--- src/rtl/hit_reaction_ctrl_if.sv ---
// Collision-result and status bundle between the collision/HUD side and
// one player's hit-reaction controller.
interface hit_reaction_ctrl_if;
  logic       frame_tick;
  logic       round_reset;
  logic       got_hit;
  logic       got_blocked;
  logic       in_hitstun;
  logic       in_blockstun;
  logic       hurtbox_en;
  logic       ko;
  logic [7:0] health;
  logic [3:0] guard;
  logic       hit_pulse;
  logic       block_pulse;
  logic       gbreak_pulse;

  // Collision/game side: drives levels and ticks, observes status
  modport master (
    output frame_tick, round_reset, got_hit, got_blocked,
    input  in_hitstun, in_blockstun, hurtbox_en, ko, health, guard,
           hit_pulse, block_pulse, gbreak_pulse
  );

  // Controller side
  modport slave (
    input  frame_tick, round_reset, got_hit, got_blocked,
    output in_hitstun, in_blockstun, hurtbox_en, ko, health, guard,
           hit_pulse, block_pulse, gbreak_pulse
  );
endinterface

--- src/rtl/hit_reaction_ctrl.sv ---
// Per-player hit reaction: turns got_hit/got_blocked levels into one-shot
// events, runs hitstun/blockstun timers, health, guard meter, regen and KO.
module hit_reaction_ctrl #(
  parameter int unsigned HEALTH_MAX       = 100,
  parameter int unsigned DAMAGE           = 10,
  parameter int unsigned GUARD_MAX        = 4,
  parameter int unsigned HITSTUN_FRAMES   = 20,
  parameter int unsigned BLOCKSTUN_FRAMES = 12,
  parameter int unsigned GBREAK_FRAMES    = 30,
  parameter int unsigned GUARD_REGEN      = 60
) (
  input logic                clk,
  input logic                rst,
  hit_reaction_ctrl_if.slave bus
);

  localparam logic [7:0] HP_MAX = 8'(HEALTH_MAX);
  localparam logic [7:0] DMG    = 8'(DAMAGE);
  localparam logic [3:0] GD_MAX = 4'(GUARD_MAX);
  localparam logic [7:0] HS_LD  = 8'(HITSTUN_FRAMES);
  localparam logic [7:0] BS_LD  = 8'(BLOCKSTUN_FRAMES);
  localparam logic [7:0] GB_LD  = 8'(GBREAK_FRAMES);
  localparam logic [7:0] RG_TOP = 8'(GUARD_REGEN - 1);

  typedef enum logic [1:0] {IDLE, HITSTUN, BLOCKSTUN, KO} state_t;

  state_t     state, state_nxt;
  logic [7:0] health, health_nxt;
  logic [3:0] guard, guard_nxt;
  logic [7:0] stun_cnt, stun_nxt;
  logic [7:0] regen_cnt, regen_nxt;
  logic       evt_prev;
  logic       evt_lvl, evt, accept;
  logic       hit_p_nxt, block_p_nxt, gbreak_p_nxt;
  logic       in_hitstun, in_blockstun, hurtbox_en, ko;
  logic       hit_pulse, block_pulse, gbreak_pulse;

  assign evt_lvl = bus.got_hit | bus.got_blocked;
  assign evt     = evt_lvl & ~evt_prev;
  // Edges arriving in HITSTUN/KO are dropped but still consumed via evt_prev
  assign accept  = evt & ((state == IDLE) | (state == BLOCKSTUN));

  // Next-state, counters and pulse decisions for the registered FSM
  always_comb begin
    state_nxt    = state;
    health_nxt   = health;
    guard_nxt    = guard;
    stun_nxt     = stun_cnt;
    regen_nxt    = regen_cnt;
    hit_p_nxt    = 1'b0;
    block_p_nxt  = 1'b0;
    gbreak_p_nxt = 1'b0;

    if (accept) begin
      regen_nxt = '0;
      if (bus.got_hit) begin
        hit_p_nxt  = 1'b1;
        health_nxt = (health > DMG) ? health - DMG : '0;
        if (health <= DMG) begin
          state_nxt = KO;
          stun_nxt  = '0;
        end else begin
          state_nxt = HITSTUN;
          stun_nxt  = HS_LD;
        end
      end else if (guard >= 4'd2) begin
        block_p_nxt = 1'b1;
        guard_nxt   = guard - 4'd1;
        state_nxt   = BLOCKSTUN;
        stun_nxt    = BS_LD;
      end else begin
        hit_p_nxt    = 1'b1;
        gbreak_p_nxt = 1'b1;
        guard_nxt    = '0;
        state_nxt    = HITSTUN;
        stun_nxt     = GB_LD;
      end
    end else if (bus.frame_tick) begin
      case (state)
        IDLE: begin
          if (regen_cnt >= RG_TOP) begin
            regen_nxt = '0;
            if (guard < GD_MAX) guard_nxt = guard + 4'd1;
          end else begin
            regen_nxt = regen_cnt + 8'd1;
          end
        end
        HITSTUN, BLOCKSTUN: begin
          if (stun_cnt <= 8'd1) begin
            state_nxt = IDLE;
            stun_nxt  = '0;
          end else begin
            stun_nxt = stun_cnt - 8'd1;
          end
        end
        default: ;
      endcase
    end
  end

  // State, counters and all outputs registered; rst/round_reset restart the round
  always_ff @(posedge clk) begin
    if (rst || bus.round_reset) begin
      state        <= IDLE;
      health       <= HP_MAX;
      guard        <= GD_MAX;
      stun_cnt     <= '0;
      regen_cnt    <= '0;
      evt_prev     <= 1'b0;
      in_hitstun   <= 1'b0;
      in_blockstun <= 1'b0;
      hurtbox_en   <= 1'b1;
      ko           <= 1'b0;
      hit_pulse    <= 1'b0;
      block_pulse  <= 1'b0;
      gbreak_pulse <= 1'b0;
    end else begin
      state        <= state_nxt;
      health       <= health_nxt;
      guard        <= guard_nxt;
      stun_cnt     <= stun_nxt;
      regen_cnt    <= regen_nxt;
      evt_prev     <= evt_lvl;
      in_hitstun   <= (state_nxt == HITSTUN);
      in_blockstun <= (state_nxt == BLOCKSTUN);
      hurtbox_en   <= (state_nxt != HITSTUN) && (state_nxt != KO);
      ko           <= (state_nxt == KO);
      hit_pulse    <= hit_p_nxt;
      block_pulse  <= block_p_nxt;
      gbreak_pulse <= gbreak_p_nxt;
    end
  end

  assign bus.in_hitstun   = in_hitstun;
  assign bus.in_blockstun = in_blockstun;
  assign bus.hurtbox_en   = hurtbox_en;
  assign bus.ko           = ko;
  assign bus.health       = health;
  assign bus.guard        = guard;
  assign bus.hit_pulse    = hit_pulse;
  assign bus.block_pulse  = block_pulse;
  assign bus.gbreak_pulse = gbreak_pulse;

endmodule

--- src/flat_wrapper.sv ---
// flat-port wrapper written by rule: the top's interface ports become plain ports
module hit_reaction_ctrl_flat 
#(
  parameter int unsigned HEALTH_MAX       = 100,
  parameter int unsigned DAMAGE           = 10,
  parameter int unsigned GUARD_MAX        = 4,
  parameter int unsigned HITSTUN_FRAMES   = 20,
  parameter int unsigned BLOCKSTUN_FRAMES = 12,
  parameter int unsigned GBREAK_FRAMES    = 30,
  parameter int unsigned GUARD_REGEN      = 60
)
  (clk, rst, bus_frame_tick, bus_round_reset, bus_got_hit, bus_got_blocked, bus_in_hitstun, bus_in_blockstun, bus_hurtbox_en, bus_ko, bus_health, bus_guard, bus_hit_pulse, bus_block_pulse, bus_gbreak_pulse);
  hit_reaction_ctrl_if bus_i ();
  input logic clk;
  input logic rst;
  input wire logic [$bits(bus_i.frame_tick)-1:0] bus_frame_tick;
  input wire logic [$bits(bus_i.round_reset)-1:0] bus_round_reset;
  input wire logic [$bits(bus_i.got_hit)-1:0] bus_got_hit;
  input wire logic [$bits(bus_i.got_blocked)-1:0] bus_got_blocked;
  output wire logic [$bits(bus_i.in_hitstun)-1:0] bus_in_hitstun;
  output wire logic [$bits(bus_i.in_blockstun)-1:0] bus_in_blockstun;
  output wire logic [$bits(bus_i.hurtbox_en)-1:0] bus_hurtbox_en;
  output wire logic [$bits(bus_i.ko)-1:0] bus_ko;
  output wire logic [$bits(bus_i.health)-1:0] bus_health;
  output wire logic [$bits(bus_i.guard)-1:0] bus_guard;
  output wire logic [$bits(bus_i.hit_pulse)-1:0] bus_hit_pulse;
  output wire logic [$bits(bus_i.block_pulse)-1:0] bus_block_pulse;
  output wire logic [$bits(bus_i.gbreak_pulse)-1:0] bus_gbreak_pulse;
  assign bus_i.frame_tick = bus_frame_tick;
  assign bus_i.round_reset = bus_round_reset;
  assign bus_i.got_hit = bus_got_hit;
  assign bus_i.got_blocked = bus_got_blocked;
  assign bus_in_hitstun = bus_i.in_hitstun;
  assign bus_in_blockstun = bus_i.in_blockstun;
  assign bus_hurtbox_en = bus_i.hurtbox_en;
  assign bus_ko = bus_i.ko;
  assign bus_health = bus_i.health;
  assign bus_guard = bus_i.guard;
  assign bus_hit_pulse = bus_i.hit_pulse;
  assign bus_block_pulse = bus_i.block_pulse;
  assign bus_gbreak_pulse = bus_i.gbreak_pulse;
  hit_reaction_ctrl #(.HEALTH_MAX(HEALTH_MAX), .DAMAGE(DAMAGE), .GUARD_MAX(GUARD_MAX), .HITSTUN_FRAMES(HITSTUN_FRAMES), .BLOCKSTUN_FRAMES(BLOCKSTUN_FRAMES), .GBREAK_FRAMES(GBREAK_FRAMES), .GUARD_REGEN(GUARD_REGEN)) u_core (.clk(clk), .rst(rst), .bus(bus_i));
endmodule
--- config.mk ---
export PLATFORM = sky130hd
export DESIGN_NAME = hit_reaction_ctrl_flat
export DESIGN_NICKNAME = d
export VERILOG_FILES = /design/src/rtl/hit_reaction_ctrl_if.sv /design/src/rtl/hit_reaction_ctrl.sv /design/src/flat_wrapper.sv
export SDC_FILE = /design/constraint.sdc
export NUM_CORES = 1
export LEC_CHECK = 0
export ABC_AREA = 1
export CAP_MARGIN = 15
export CORE_ASPECT_RATIO = 2
export CORE_MARGIN = 5
export CORE_UTILIZATION = 50
export DETAILED_ROUTE_END_ITERATION = 12
export GPL_ROUTABILITY_DRIVEN = 0
export PLACE_DENSITY = 0.76
export REMOVE_ABC_BUFFERS = 1
export SKIP_LAST_GASP = 1
export SLEW_MARGIN = 40
export SYNTH_ARGS = -nofsm -noshare
export SYNTH_HDL_FRONTEND = slang
export SYNTH_SLANG_ARGS = --single-unit
--- constraint.sdc ---
create_clock -name clk -period 1.4 [get_ports clk]
set_input_delay 0.28 -clock clk [delete_from_list [all_inputs] [get_ports clk]]
set_output_delay 0.28 -clock clk [all_outputs]
set_load 0.02 [all_outputs]
==> reports/metrics.yaml <==
fillers: 300
fin_crit_sh_pct: 103.5
grt_pass1_vias: 2158
insertion_delay_ns: 0.30
place_ws_ns: -0.3494
synth_cells: 307
grtUsageTotal_pct: 20.85
dr.pass1.iters: 4
core_sq_mm: 0.004046
start_util_pct: 50.49
crit_path_frequent_cell: "nor2_4"
cts_tree: "yes"
fin_ws_ns: -0.04891
io_pins: 25
yosysSeqAreaShare_pct: 36.25
syn_area_sq_mm: 0.002043
die_area_sq_mm: 0.005542
dpl.hpwl_microns: 3997
failed_checks: "setup timing"
power_density_mw_per_mm2: 943.9
drive_gt1_share_pct: 36.29
cts.clk_slew.worst_paths_ns: 0.08
initialDrtViolationCount: 77
path_cells: "inv_2 > ha_4 > inv_4 > nand2_8 > nand2_4 > nor2_4 > buf_6 > nor2_4 > nand2_1 > a21oi_2"
slowest_stage: "dfxtp_4"
clock_sinks: 37
vias: 2223
wirelength_microns: 6122
fin_util_pct: 75.54
max_stage_delay_ns: 0.37
cts_hold_buf: 0
setup_viol: 9
critPathCaptureType: "flip-flop"
min_period_ns: 1.449
final_common_cell: "nand2_1"
vias_per_cell: 5.243
io_buffers: 23
die_w_microns: 55.20
stdcell_count: 424
hold_violations: 0
synthDistinctLibCells: 26
fin_tns_setup_ns: -0.1420
wl_per_cell_microns: 14.44
min-delay-path-class: "in -> reg"
h-tree-depth: 2
clock-skew-final_ns: 0.004833
antenna_found_initial: 0
final_nets: 385
max_freq_mhz: 690.2
syn_to_final_growth_pct: 49.60
ys_warn_count: 0
grt_pass1_wl_microns: 9025
num_rows: 33
path_class: "reg -> reg"
p_leak_uw: 0.001436
max_cap_violations: 0
vdd_ir_drop_max_mv: 0.6791
die_y_microns: 100.4
grt-ovfl-total: 0
drv_slew: 0
worst_setup_path_start_kind: "flip-flop"
synth_seq_cells: 37
placed_cells: 408
outcome: "finished with violations"
rsz0062_at_grt: "true"
avgSynthCellArea_sq_um: 6.655
ant_nets: 0
cts-root-buf: "clkbuf_8"
diodes: 0
grt_max_degree: 14
final_cell_mix: "nand2_1, inv_1, nor2_1"
cts_buffers: 5
cp.required_ns: 1.63
arrival_ns: 1.68
drcViolationCount: 0
critPathMaxFanout: 3
cts_max_path_buffers: 2
## worst paths after layout
| check | start | endpoint | slack, ns | depth (start not counted) |
|---|---|---|---|---|
| max | u_core.state[1]$_SDFF_PP0_ | u_core.stun_cnt[1]$_SDFFE_PP0P_ | -0.05 | 10 |
| min | bus_got_blocked | u_core.evt_prev$_SDFF_PP0_ | 0.45 | 4 |
| max reg2reg | u_core.state[1]$_SDFF_PP0_ | u_core.stun_cnt[1]$_SDFFE_PP0P_ | -0.05 | 10 |
| min reg2reg | u_core.regen_cnt[6]$_SDFFE_PP0P_ | u_core.regen_cnt[6]$_SDFFE_PP0P_ | 0.46 | 2 |
## cell usage after synthesis (all sizes together)
master	number	area, sq um
ha	8	100.1
conb	1	3.750
a21oi	11	55.05
nor3b	2	15.01
nand4	4	25.02
nor3	11	55.05
o21ai	10	50.04
nand3	27	150.2
xor2	6	52.55
nor2	56	232.7
nand2	73	294.0
o21bai	1	7.510
a22oi	1	7.510
or2	1	6.260
xnor2	1	8.760
o21a	1	7.510
buf	5	40.04
inv	51	191.4
dfxtp	37	740.7
## power by group
| group | switching, uW | internal [uW] |
|---|---|---|
| Clock | 419 | 533 |
| Sequential | 34.5 | 1090 |
| Combinational | 488 | 321 |
| Total | 942 | 1940 |
## sequential cells by signal (all words and copies together), names as in the netlist
register / cells
u_core.bus.gbreak_pulse: 1
u_core.bus.block_pulse: 1
u_core.bus.guard: 4
u_core.bus.hurtbox_en: 1
u_core.bus.ko: 1
u_core.regen_cnt: 8
u_core.evt_prev: 1
u_core.bus.in_hitstun: 1
u_core.stun_cnt: 8
u_core.bus.in_blockstun: 1
u_core.bus.health: 7
u_core.state: 2
u_core.bus.hit_pulse: 1
## critical path, delay by kind of cell (launching register included)
kind	cells	cell delay (ns)
buf+inv	3	0.25
flops	1	0.37
fa+ha+maj	1	0.16
compound gates	1	0.16
simple gates	5	0.41
## cells by family (layout without fill, tap and decap cells)
| kind of cell | count (synthesis) | after routing | share of synthesized area [%] |
|---|---|---|---|
| and+or+nand+nor | 174 | 176 | 38.09 |
| buffers and inverters | 56 | 119 | 11.33 |
| DFF | 37 | 37 | 36.25 |
| AOI/OAI and AO/OA | 24 | 24 | 6.246 |
| adders and majority gates | 8 | 8 | 4.899 |
| xor gates and xnor gates | 7 | 7 | 3.001 |
| other | 1 | 1 | 0.1835 |
## routing by layer
metal  vias to the layer above  share of wire, %  GRT usage [%]
met5                         -                 0              0
met4                         0               5.3          15.73
met3                        29               4.5          4.505
met2                        94                58          41.97
met1                      1018                32          16.41
li1                       1082                 -              -
## through the flow
| step | hold slack [ns] | instance area (sq um) | total power (uW) |
|---|---|---|---|
| CTS | 0.4470 | 2841 | 2747 |
| detailed placement | 0.4354 | 2531 | 1735 |
| finish | 0.4465 | 3057 | 2885 |
| global placement | 0.4318 | 2531 | 1720 |
| global route | 0.4880 | 3057 | 3002 |
| floorplan | 0.4214 | 2003 | 1497 |
## layout make-up
class | instances | area (sq um) | area share [%]
Sequential cell | 37 | 750.7 | 24.56
Inverter | 51 | 198.9 | 6.508
Clock inverter | 3 | 46.29 | 1.515
Tap cell | 52 | 65.06 | 2.129
Clock buffer | 5 | 68.82 | 2.251
Timing Repair Buffer | 60 | 509.2 | 16.66
Multi-Input combinational cell | 216 | 1418 | 46.38
## repair_timing
| action | 4_1_cts | 5_1_grt |
|---|---|---|
| pin swaps | 24 | 33 |
| resized for setup | 65 | 67 |
| gates cloned | 2 | 0 |
| endpoints found under the hold margin | 0 | 0 |
| buffers inserted | 6 | 0 |
| setup endpoints to repair | 50 | 34 |
Power figures use the tool's default switching activity.
